$ cat config.mk
export PLATFORM = sky130hd
export DESIGN_NAME = serial_bit_feeder
export DESIGN_NICKNAME = d
export VERILOG_FILES = /design/src/rtl/serial_feeder_pkg.sv /design/src/rtl/frame_sync_counter.sv /design/src/rtl/serial_bit_feeder.sv
export SDC_FILE = /design/constraint.sdc
export NUM_CORES = 1
export LEC_CHECK = 0
export ABC_AREA = 1
export ABC_CLOCK_PERIOD_IN_PS = 1720
export CAP_MARGIN = 40
export CORE_UTILIZATION = 40
export DETAILED_ROUTE_END_ITERATION = 12
export PLACE_DENSITY = 0.6
export SLEW_MARGIN = 40
export SYNTH_ARGS = -nofsm -noshare
export SYNTH_HDL_FRONTEND = slang
export SYNTH_SLANG_ARGS = --single-unit
$ cat constraint.sdc
create_clock -name clk -period 1.72 [get_ports clk]
set_input_delay 0.344 -clock clk [delete_from_list [all_inputs] [get_ports clk]]
set_output_delay 0.344 -clock clk [all_outputs]
set_load 0.01 [all_outputs]
$ cat src/rtl/serial_feeder_pkg.sv
// Shared types, default sizes and counter-width helpers for the serial bit feeder.
package serial_feeder_pkg;

    typedef enum logic {
        IDLE  = 1'b0,
        SHIFT = 1'b1
    } feeder_state_t;

    localparam int unsigned FEEDER_WIDTH_DEF     = 8;
    localparam int unsigned FEEDER_FRAME_LEN_DEF = 21;

    // Bits needed for a down/up counter spanning 0..n-1 (at least one bit).
    function automatic int unsigned cnt_width(input int unsigned n);
        return (n <= 2) ? 1 : $clog2(n);
    endfunction

endpackage

$ cat src/rtl/frame_sync_counter.sv
// Serial frame position counter; pulses sync on frame bit 0.
// Built only when SERIAL_FEEDER_FRAME_SYNC_EN is defined.
`ifdef SERIAL_FEEDER_FRAME_SYNC_EN
module frame_sync_counter
    import serial_feeder_pkg::*;
#(
    parameter int unsigned FRAME_LEN = FEEDER_FRAME_LEN_DEF
) (
    input  logic clk,
    input  logic reset,
    input  logic advance,
    output logic sync
);

    localparam int unsigned    FCW        = cnt_width(FRAME_LEN);
    localparam logic [FCW-1:0] FRAME_LAST = FCW'(FRAME_LEN - 1);

    logic [FCW-1:0] frame_cnt_q, frame_cnt_d;

    always_comb begin
        frame_cnt_d = frame_cnt_q;
        if (advance) begin
            frame_cnt_d = (frame_cnt_q == FRAME_LAST) ? '0 : frame_cnt_q + 1'b1;
        end
    end

    always_ff @(posedge clk or negedge reset) begin
        if (!reset) begin
            frame_cnt_q <= '0;
        end else begin
            frame_cnt_q <= frame_cnt_d;
        end
    end

    assign sync = advance && (frame_cnt_q == '0);

endmodule
`endif

$ cat src/rtl/serial_bit_feeder.sv
// Parallel-to-serial feeder with one-word holding buffer, MSB first, gapless.
// Frame sync generation is enabled by defining SERIAL_FEEDER_FRAME_SYNC_EN.
module serial_bit_feeder
    import serial_feeder_pkg::*;
#(
    parameter int unsigned WIDTH     = FEEDER_WIDTH_DEF,
    parameter int unsigned FRAME_LEN = FEEDER_FRAME_LEN_DEF
) (
    input  logic             clk,
    input  logic             reset,
    input  logic             in_valid,
    output logic             in_ready,
    input  logic [WIDTH-1:0] in_data,
    output logic             x,
    output logic             x_valid,
    output logic             sync,
    output logic             busy
);

    localparam int unsigned    BCW      = cnt_width(WIDTH);
    localparam logic [BCW-1:0] BIT_LAST = BCW'(WIDTH - 1);

    if (WIDTH < 2 || FRAME_LEN < 2) begin : g_cfg_check
        $error("serial_bit_feeder: WIDTH and FRAME_LEN must be >= 2");
    end

    feeder_state_t    state_q, state_d;
    logic [WIDTH-1:0] sreg_q, sreg_d;
    logic [WIDTH-1:0] hold_q, hold_d;
    logic             hold_full_q, hold_full_d;
    logic [BCW-1:0]   bcnt_q, bcnt_d;
    logic             accept;

    assign in_ready = !hold_full_q;
    assign accept   = in_valid && !hold_full_q;

    always_comb begin
        state_d     = state_q;
        sreg_d      = sreg_q;
        hold_d      = hold_q;
        hold_full_d = hold_full_q;
        bcnt_d      = bcnt_q;
        case (state_q)
            IDLE: begin
                if (accept) begin
                    sreg_d  = in_data;
                    bcnt_d  = BIT_LAST;
                    state_d = SHIFT;
                end
            end
            SHIFT: begin
                sreg_d = {sreg_q[WIDTH-2:0], 1'b0};
                bcnt_d = bcnt_q - 1'b1;
                if (bcnt_q == '0) begin
                    bcnt_d = BIT_LAST;
                    if (hold_full_q) begin
                        sreg_d      = hold_q;
                        hold_full_d = 1'b0;
                        if (accept) begin
                            hold_d      = in_data;
                            hold_full_d = 1'b1;
                        end
                    end else if (accept) begin
                        sreg_d = in_data;
                    end else begin
                        // sreg cleared so x reads 0 while idle
                        state_d = IDLE;
                        sreg_d  = '0;
                        bcnt_d  = '0;
                    end
                end else if (accept) begin
                    hold_d      = in_data;
                    hold_full_d = 1'b1;
                end
            end
            default: state_d = IDLE;
        endcase
    end

    always_ff @(posedge clk or negedge reset) begin
        if (!reset) begin
            state_q     <= IDLE;
            sreg_q      <= '0;
            hold_q      <= '0;
            hold_full_q <= 1'b0;
            bcnt_q      <= '0;
        end else begin
            state_q     <= state_d;
            sreg_q      <= sreg_d;
            hold_q      <= hold_d;
            hold_full_q <= hold_full_d;
            bcnt_q      <= bcnt_d;
        end
    end

    assign x       = sreg_q[WIDTH-1];
    assign x_valid = (state_q == SHIFT);
    assign busy    = (state_q == SHIFT) || hold_full_q;

`ifdef SERIAL_FEEDER_FRAME_SYNC_EN
    frame_sync_counter #(
        .FRAME_LEN(FRAME_LEN)
    ) u_frame_sync (
        .clk    (clk),
        .reset  (reset),
        .advance(x_valid),
        .sync   (sync)
    );
`else
    assign sync = 1'b0;
`endif

endmodule
==> summary.md, run 1 <==
| Metric | Value |
|---|---|
| Status | `finished clean` |
| Main combinational cell family by area after synthesis | `simple AND/OR/NAND/NOR gates` |
| Hold WC Path Type | `in2async` |
| TritonCTS clock tree | `built` |
| Drt first pass iters | `4` |
| Worst Setup SP | `x_valid$_DFF_PN0_` |
| Seq cells post-synth | `21` |
| Worst path bufs/invs | `3` |
| Worst clock skew | `4.48 ps` |
| CP Launch Type | `flop` |
| Worst skew pair latency | `300 ps` |
| CTS clk-pin slew, worst paths | `110 ps` |
| Crit path largest cell delay | `410 ps` |
| Asr flop ratio synth | `100%` |
| Fin. Hold Viols | `0` |
| Clock power share | `11.8%` |
| Die Y | `55.4 um` |
| Clock tree buffer depth | `2` |
| Clk root buf | `clkbuf_4` |
| Most common cell in the netlist | `nand3_1` |
| Detailed Route Iter0 Violations | `41` |
| RSZ-0062 raised after global routing | `no` |
| Static leakage | `0.674 nW` |
| Comb pwr share | `46.5%` |
| Cell Int Power | `1.16 mW` |
| Die Area | `0.00307 sq mm` |
| Final Slew Violations | `0` |
| Net load switching power | `0.828 mW` |
| Synth area leaders | `dfrtp_1 46%, nand3_1 15%, nand2_1 11%` |
| Overall Global Routing Usage | `17.7%` |
| Setup TNS | `0 ps` |
| Area share of and/or/nand/nor cells after synthesis | `34.3%` |
| Total CTS buffers | `3` |
| Crit-path cells | `buf_4, buf_4, dlygate4sd2_1` |
| Starting Density | `41.7%` |
| Max H-tree Level | `1` |
| Minimum clock period | `1650 ps` |
| Antenna Cells | `0` |
| Switching part of the total power | `41.7%` |
| Cell Area, Synth | `0.00114 sq mm` |
| Avg Cell Area, Syn | `7.61 sq um` |
| Core area | `0.00273 sq mm` |
| Synth top area share | `46.1%` |
| Port Buffers | `14` |
| Largest net degree at the start of global routing | `22` |
| Site Rows | `19` |
| Vias in the first global route | `959` |
| Placed cell count | `192` |
| Post-route ant nets | `0` |
| Routed WL | `2.44 mm` |
| Max Clk Rate | `608 MHz` |
| Pwr dens | `1460 mW/mm^2` |
| Yosys top cell by area | `dfrtp_1` |
| Post-synthesis cell type count | `21` |
| Syn Inst Count | `150` |
| DRC | `0` |
| Most frequent CP cell | `buf_4` |
| Post-synth top flop | `dfrtp_1` |
| Yosys warns | `0` |
| Critical Path AT | `1300 ps` |
| IO Pins | `16` |
| Initial antenna violation count | `0` |
| Seq/Total Area, Yosys | `46.1%` |
| Post-CTS Hold Fix Bufs | `0` |
| Setup crit end kind | `output port` |
| Crit path max-delay family | `buffers and inverters` |
| Global-route wire length before repair | `4.28 mm` |
| Share of post-route cells with drive strength above 1 | `10.2%` |
| Sequential power share | `41.6%` |
| Total power | `1.98 mW` |
| CP Class | `reg2out` |
| Die width | `55.4 um` |
| Compound-gate portion of the synthesized area | `7.24%` |
| Synth-to-Final Area Change | `19.3%` |
| Wirelength per Cell | `12.3 um` |
| Worst Path Required | `1380 ps` |
| EDFF count, synth | `0` |
| Post-Syn Nets | `163` |
| Routed via count divided by cell count | `5.10` |
| CTS sink count | `21` |
| Final #Nets | `181` |
| Gpl congestion | `0.797` |
| Synth Area in XOR/XNOR | `0%` |
| Post-DP HPWL | `1.79 mm` |
| FF-to-FF Start | `x_valid$_DFF_PN0_` |
| Via Count | `1009` |
| Slowest CP cell | `dfrtp_1` |
| Fin cells | `198` |
| Post-synthesis mux area share | `0%` |
| Final Cycle Share | `95.7%` |
| Synth top cells by count | `35 x nand3_1, 34 x nand2_1, 21 x dfrtp_1` |
| CP Max Fanout | `13` |
| Adder-cell share of the synthesized area | `2.19%` |
| GRT overflow | `0` |
| Endpoints failing setup | `0` |
| Fillers | `272` |
| VDD IR max | `0.000672 V` |
| Max_cap viols | `0` |
[cell type report]
| cell class | count | area, sq um | area share, % |
|---|---|---|---|
| Clock buffer | 4 | 26.3 | 1.93 |
| Inverter | 18 | 67.6 | 4.96 |
| Multi-Input combinational cell | 104 | 505 | 37.1 |
| Sequential cell | 21 | 526 | 38.6 |
| Tap cell | 31 | 38.8 | 2.85 |
| Timing Repair Buffer | 20 | 198 | 14.5 |
[final timing paths]
check,cells past startpoint,end,slack (ps)
setup / recovery,3,x_valid,70
min in group clk,2,hold_q[5]$_DFFE_PN0P_,500
setup reg to reg,6,sreg_q[3]$_DFFE_PN0P_,280
max in group asynchronous,2,sreg_q[1]$_DFFE_PN0P_,1120
hold reg to reg,2,hold_q[5]$_DFFE_PN0P_,500
hold / removal,2,bcnt_q[2]$_DFFE_PN0P_,380
[kinds of logic (layout without fill, tap and decap cells)]
family	after synthesis	in the layout
compound gates	16	16
fa+ha+maj	2	2
buf+inv	25	42
flops	21	21
other cells	1	1
simple gates	85	85
[cells in the final DEF, fill, tap and decap left out, types with 3 or more instances in the layout]
master | netlist | layout
a21oi_1 | 4 | 4
buf_4 | 2 | 5
clkbuf_4 | 0 | 3
clkdlybuf4s50_1 | 0 | 11
dfrtp_1 | 21 | 21
inv_1 | 16 | 16
nand2_1 | 34 | 34
nand3_1 | 35 | 35
nor2_1 | 10 | 9
o21ai_0 | 7 | 7
o21ai_1 | 4 | 4
[power groups by stage]
| stage | clock (mW) | sequential [mW] | combinational (mW) |
|---|---|---|---|
| 2_1_floorplan | 0 | 0.812 | 0.687 |
| 3_3_place_gp | 0 | 0.830 | 0.899 |
| 3_5_place_dp | 0 | 0.837 | 0.916 |
| 4_1_cts | 0.246 | 0.827 | 0.913 |
| 5_1_grt | 0.267 | 0.849 | 1.05 |
| 6_report | 0.235 | 0.826 | 0.923 |
[per-stage QoR]
stage	instance area, sq um	utilization (%)	setup slack, ps	hold slack (ps)
3_5_place_dp	1320	48.2	140	476
3_3_place_gp	1320	48.2	181	469
6_report	1360	49.8	74.4	379
4_1_cts	1340	49.2	16.4	386
2_1_floorplan	1140	-	475	48.4
5_1_grt	1360	49.8	16.1	419
[what timing repair did]
item,4_1_cts,5_1_grt
setup endpoints to repair,3,1
pin swaps,0,0
setup buffers,0,2
resized for setup,3,1
[routing by layer]
layer  share of wire [%]  up-vias  routed length (um)  global-route usage [%]
met5                   0        -                   0                       0
met4                0.66        0                  16                    7.14
met3                 4.8        2                 117                    2.81
met2                  48       28                1180                    28.7
met1                  46      462                1120                    23.7
li1                    -      517                   -                       -
[sequential cells by signal, indices dropped and copies added, names as in the netlist]
register     count
bcnt_q           3
hold_full_q      1
hold_q           8
sreg_q           8
x_valid          1
[worst register-to-register path, stage by stage (launching register included)]
cell and delay [ps]:
dfrtp_1 410, buf_4 140, buf_4 170, inv_1 310, nor2_2 150, nand3_1 100, nand3_1 70
Note: power is estimated with default switching activity, not from simulation.
==> inputs of run 2 (changes only) <==
--- a/config.mk
+++ b/config.mk
@@ -8,9 +8,10 @@
 export ABC_AREA = 1
 export ABC_CLOCK_PERIOD_IN_PS = 1720
 export CAP_MARGIN = 40
-export CORE_UTILIZATION = 40
+export CORE_MARGIN = 4
+export CORE_UTILIZATION = 50
 export DETAILED_ROUTE_END_ITERATION = 12
-export PLACE_DENSITY = 0.6
+export PLACE_DENSITY = 0.72
 export SLEW_MARGIN = 40
 export SYNTH_ARGS = -nofsm -noshare
 export SYNTH_HDL_FRONTEND = slang
==> summary.md, run 2 (synthesis results as in run 1) <==
| Metric | Value |
|---|---|
| Regs by FF count | `hold_q x8, sreg_q x8, bcnt_q x3 (unchanged)` |
| CTS sink count | `21 (unchanged)` |
| Max H-tree Level | `1 (unchanged)` |
| RSZ-0062 raised after global routing | `no (unchanged)` |
| Vias in the first global route | `963 (was 959)` |
| Final Cycle Share | `91.2% (was 95.7%)` |
| Starting Density | `52.1% (was 41.7%)` |
| GRT overflow | `0 (unchanged)` |
| Slowest CP cell | `clkdlybuf4s50_1 (was dfrtp_1)` |
| Final Util | `61.5% (was 49.8%)` |
| R2R cell count | `6 (unchanged)` |
| Routed WL | `2.42 mm (was 2.44 mm)` |
| Commonest non-fill, non-tap cells in the layout | `35 x nand3_1, 34 x nand2_1, 20 x dfrtp_1 (was 35 x nand3_1, 34 x nand2_1, 21 x dfrtp_1)` |
| Gpl congestion | `0.815 (was 0.797)` |
| Reg-to-reg setup timing slack | `290 ps (was 280 ps)` |
| Post-route ant nets | `0 (unchanged)` |
| Routed via count divided by cell count | `5.23 (was 5.10)` |
| Worst r2r dst | `bcnt_q[2]$_DFFE_PN0P_ (was sreg_q[3]$_DFFE_PN0P_)` |
| CP Class | `reg2out (unchanged)` |
| Setup crit end kind | `output port (unchanged)` |
| Crit path largest cell delay | `540 ps (was 410 ps)` |
| Die Y | `55.8 um (was 55.4 um)` |
| TritonCTS clock tree | `built (unchanged)` |
| Fin cells | `194 (was 198)` |
| Global-route wire length before repair | `4.26 mm (was 4.28 mm)` |
| Post-DP HPWL | `1.80 mm (was 1.79 mm)` |
| Fin. Hold Viols | `0 (unchanged)` |
| Total CTS buffers | `3 (unchanged)` |
| Setup TNS | `0 ps (unchanged)` |
| Pwr dens | `1470 mW/mm^2 (was 1460 mW/mm^2)` |
| Placed cell count | `189 (was 192)` |
| Crit path max-delay family | `buffers and inverters (unchanged)` |
| Drt first pass iters | `5 (was 4)` |
| Via Count | `1015 (was 1009)` |
| Detailed Route Iter0 Violations | `40 (was 41)` |
| Status | `finished clean (unchanged)` |
| CP Max Fanout | `3 (was 13)` |
| Antenna Cells | `0 (unchanged)` |
| Static leakage | `0.670 nW (was 0.674 nW)` |
| Critical Path AT | `1220 ps (was 1300 ps)` |
| Minimum clock period | `1570 ps (was 1650 ps)` |
| DRC | `0 (unchanged)` |
| Worst path bufs/invs | `1 (was 3)` |
| Max_cap viols | `0 (unchanged)` |
| Final #Nets | `180 (was 181)` |
| Share of post-route cells with drive strength above 1 | `9.64% (was 10.2%)` |
| Synth-to-Final Area Change | `18.0% (was 19.3%)` |
| Core area | `0.00219 sq mm (was 0.00273 sq mm)` |
| Worst skew pair latency | `300 ps (about the same)` |
| VDD IR max | `0.000819 V (was 0.000672 V)` |
| Crit-path cells | `clkdlybuf4s50_1 (was buf_4, buf_4, dlygate4sd2_1)` |
| Commonest non-fill, non-tap cell in the layout | `nand3_1 (unchanged)` |
| Worst clock skew | `1.88 ps (was 4.48 ps)` |
| Total power | `1.98 mW (about the same)` |
| Site Rows | `17 (was 19)` |
| Die Area | `0.00311 sq mm (was 0.00307 sq mm)` |
| Clock tree buffer depth | `2 (unchanged)` |
| CP Launch Type | `flop (unchanged)` |
| Initial antenna violation count | `0 (unchanged)` |
| Wirelength per Cell | `12.4 um (was 12.3 um)` |
| IO Pins | `16 (unchanged)` |
| Overall Global Routing Usage | `17.1% (was 17.7%)` |
| Worst Path Required | `1380 ps (about the same)` |
| Fillers | `192 (was 272)` |
| Largest net degree at the start of global routing | `22 (unchanged)` |
| Clk root buf | `clkbuf_4 (unchanged)` |
| Max Clk Rate | `638 MHz (was 608 MHz)` |
| Hold WC Path Type | `in2async (unchanged)` |
| Port Buffers | `14 (unchanged)` |
| Die width | `55.8 um (was 55.4 um)` |
| CTS clk-pin slew, worst paths | `110 ps (about the same)` |
| Endpoints failing setup | `0 (unchanged)` |
| Final Slew Violations | `0 (unchanged)` |
| FF-to-FF Start | `bcnt_q[0]$_DFFE_PN0P_ (was x_valid$_DFF_PN0_)` |
run 2: how the worst max path moves through the flow:
stage,from,end,slack (ps),depth (start not counted)
floorplan,bcnt_q[0]$_DFFE_PN0P_,hold_q[4]$_DFFE_PN0P_,480,7
global placement,in_valid,hold_q[3]$_DFFE_PN0P_,190,6
detailed placement,in_valid,hold_q[2]$_DFFE_PN0P_,160,6
CTS,x_valid$_DFF_PN0_,x_valid,140,1
global route,x_valid$_DFF_PN0_,x_valid,80,1
finish,x_valid$_DFF_PN0_,x_valid,150,1
run 2: where the power goes:
group          internal (mW)  leakage, nW  switching [mW]
sequential             0.708        0.258           0.125
combinational          0.357        0.397           0.556
clock                 0.0903       0.0150           0.143
total                   1.16        0.670           0.824
run 2: what timing repair did:
| action | CTS | global route |
|---|---|---|
| hold buffers | 0 | 0 |
| resized for setup | 3 | 0 |
| setup buffers | 1 | 0 |
| endpoints found under the setup margin | 2 | 0 |
run 2: layout make-up:
| class | instances | area (sq um) | area share, % |
|---|---|---|---|
| clock buffer | 4 | 26.3 | 1.95 |
| inverter | 18 | 67.6 | 5.02 |
| multi-input combinational | 104 | 503 | 37.4 |
| sequential | 21 | 527 | 39.1 |
| tap | 28 | 35.0 | 2.60 |
| timing repair buffer | 19 | 188 | 13.9 |
run 2: per-layer routing:
metal / GRT usage [%] / vias to the layer above / share of wire (%)
met5: 0 / - / 0
met4: 6.94 / 0 / 1.3
met3: 2.55 / 4 / 3.1
met2: 28.5 / 18 / 50
met1: 22.1 / 477 / 45
li1: - / 516 / -
run 2: stage by stage:
stage | worst slack, ps | hold slack (ps) | cell area [sq um]
2_1_floorplan | 475 | 48.4 | 1140
3_3_place_gp | 189 | 465 | 1310
3_5_place_dp | 164 | 470 | 1310
4_1_cts | 136 | 385 | 1350
5_1_grt | 80.9 | 401 | 1350
6_report | 152 | 374 | 1350
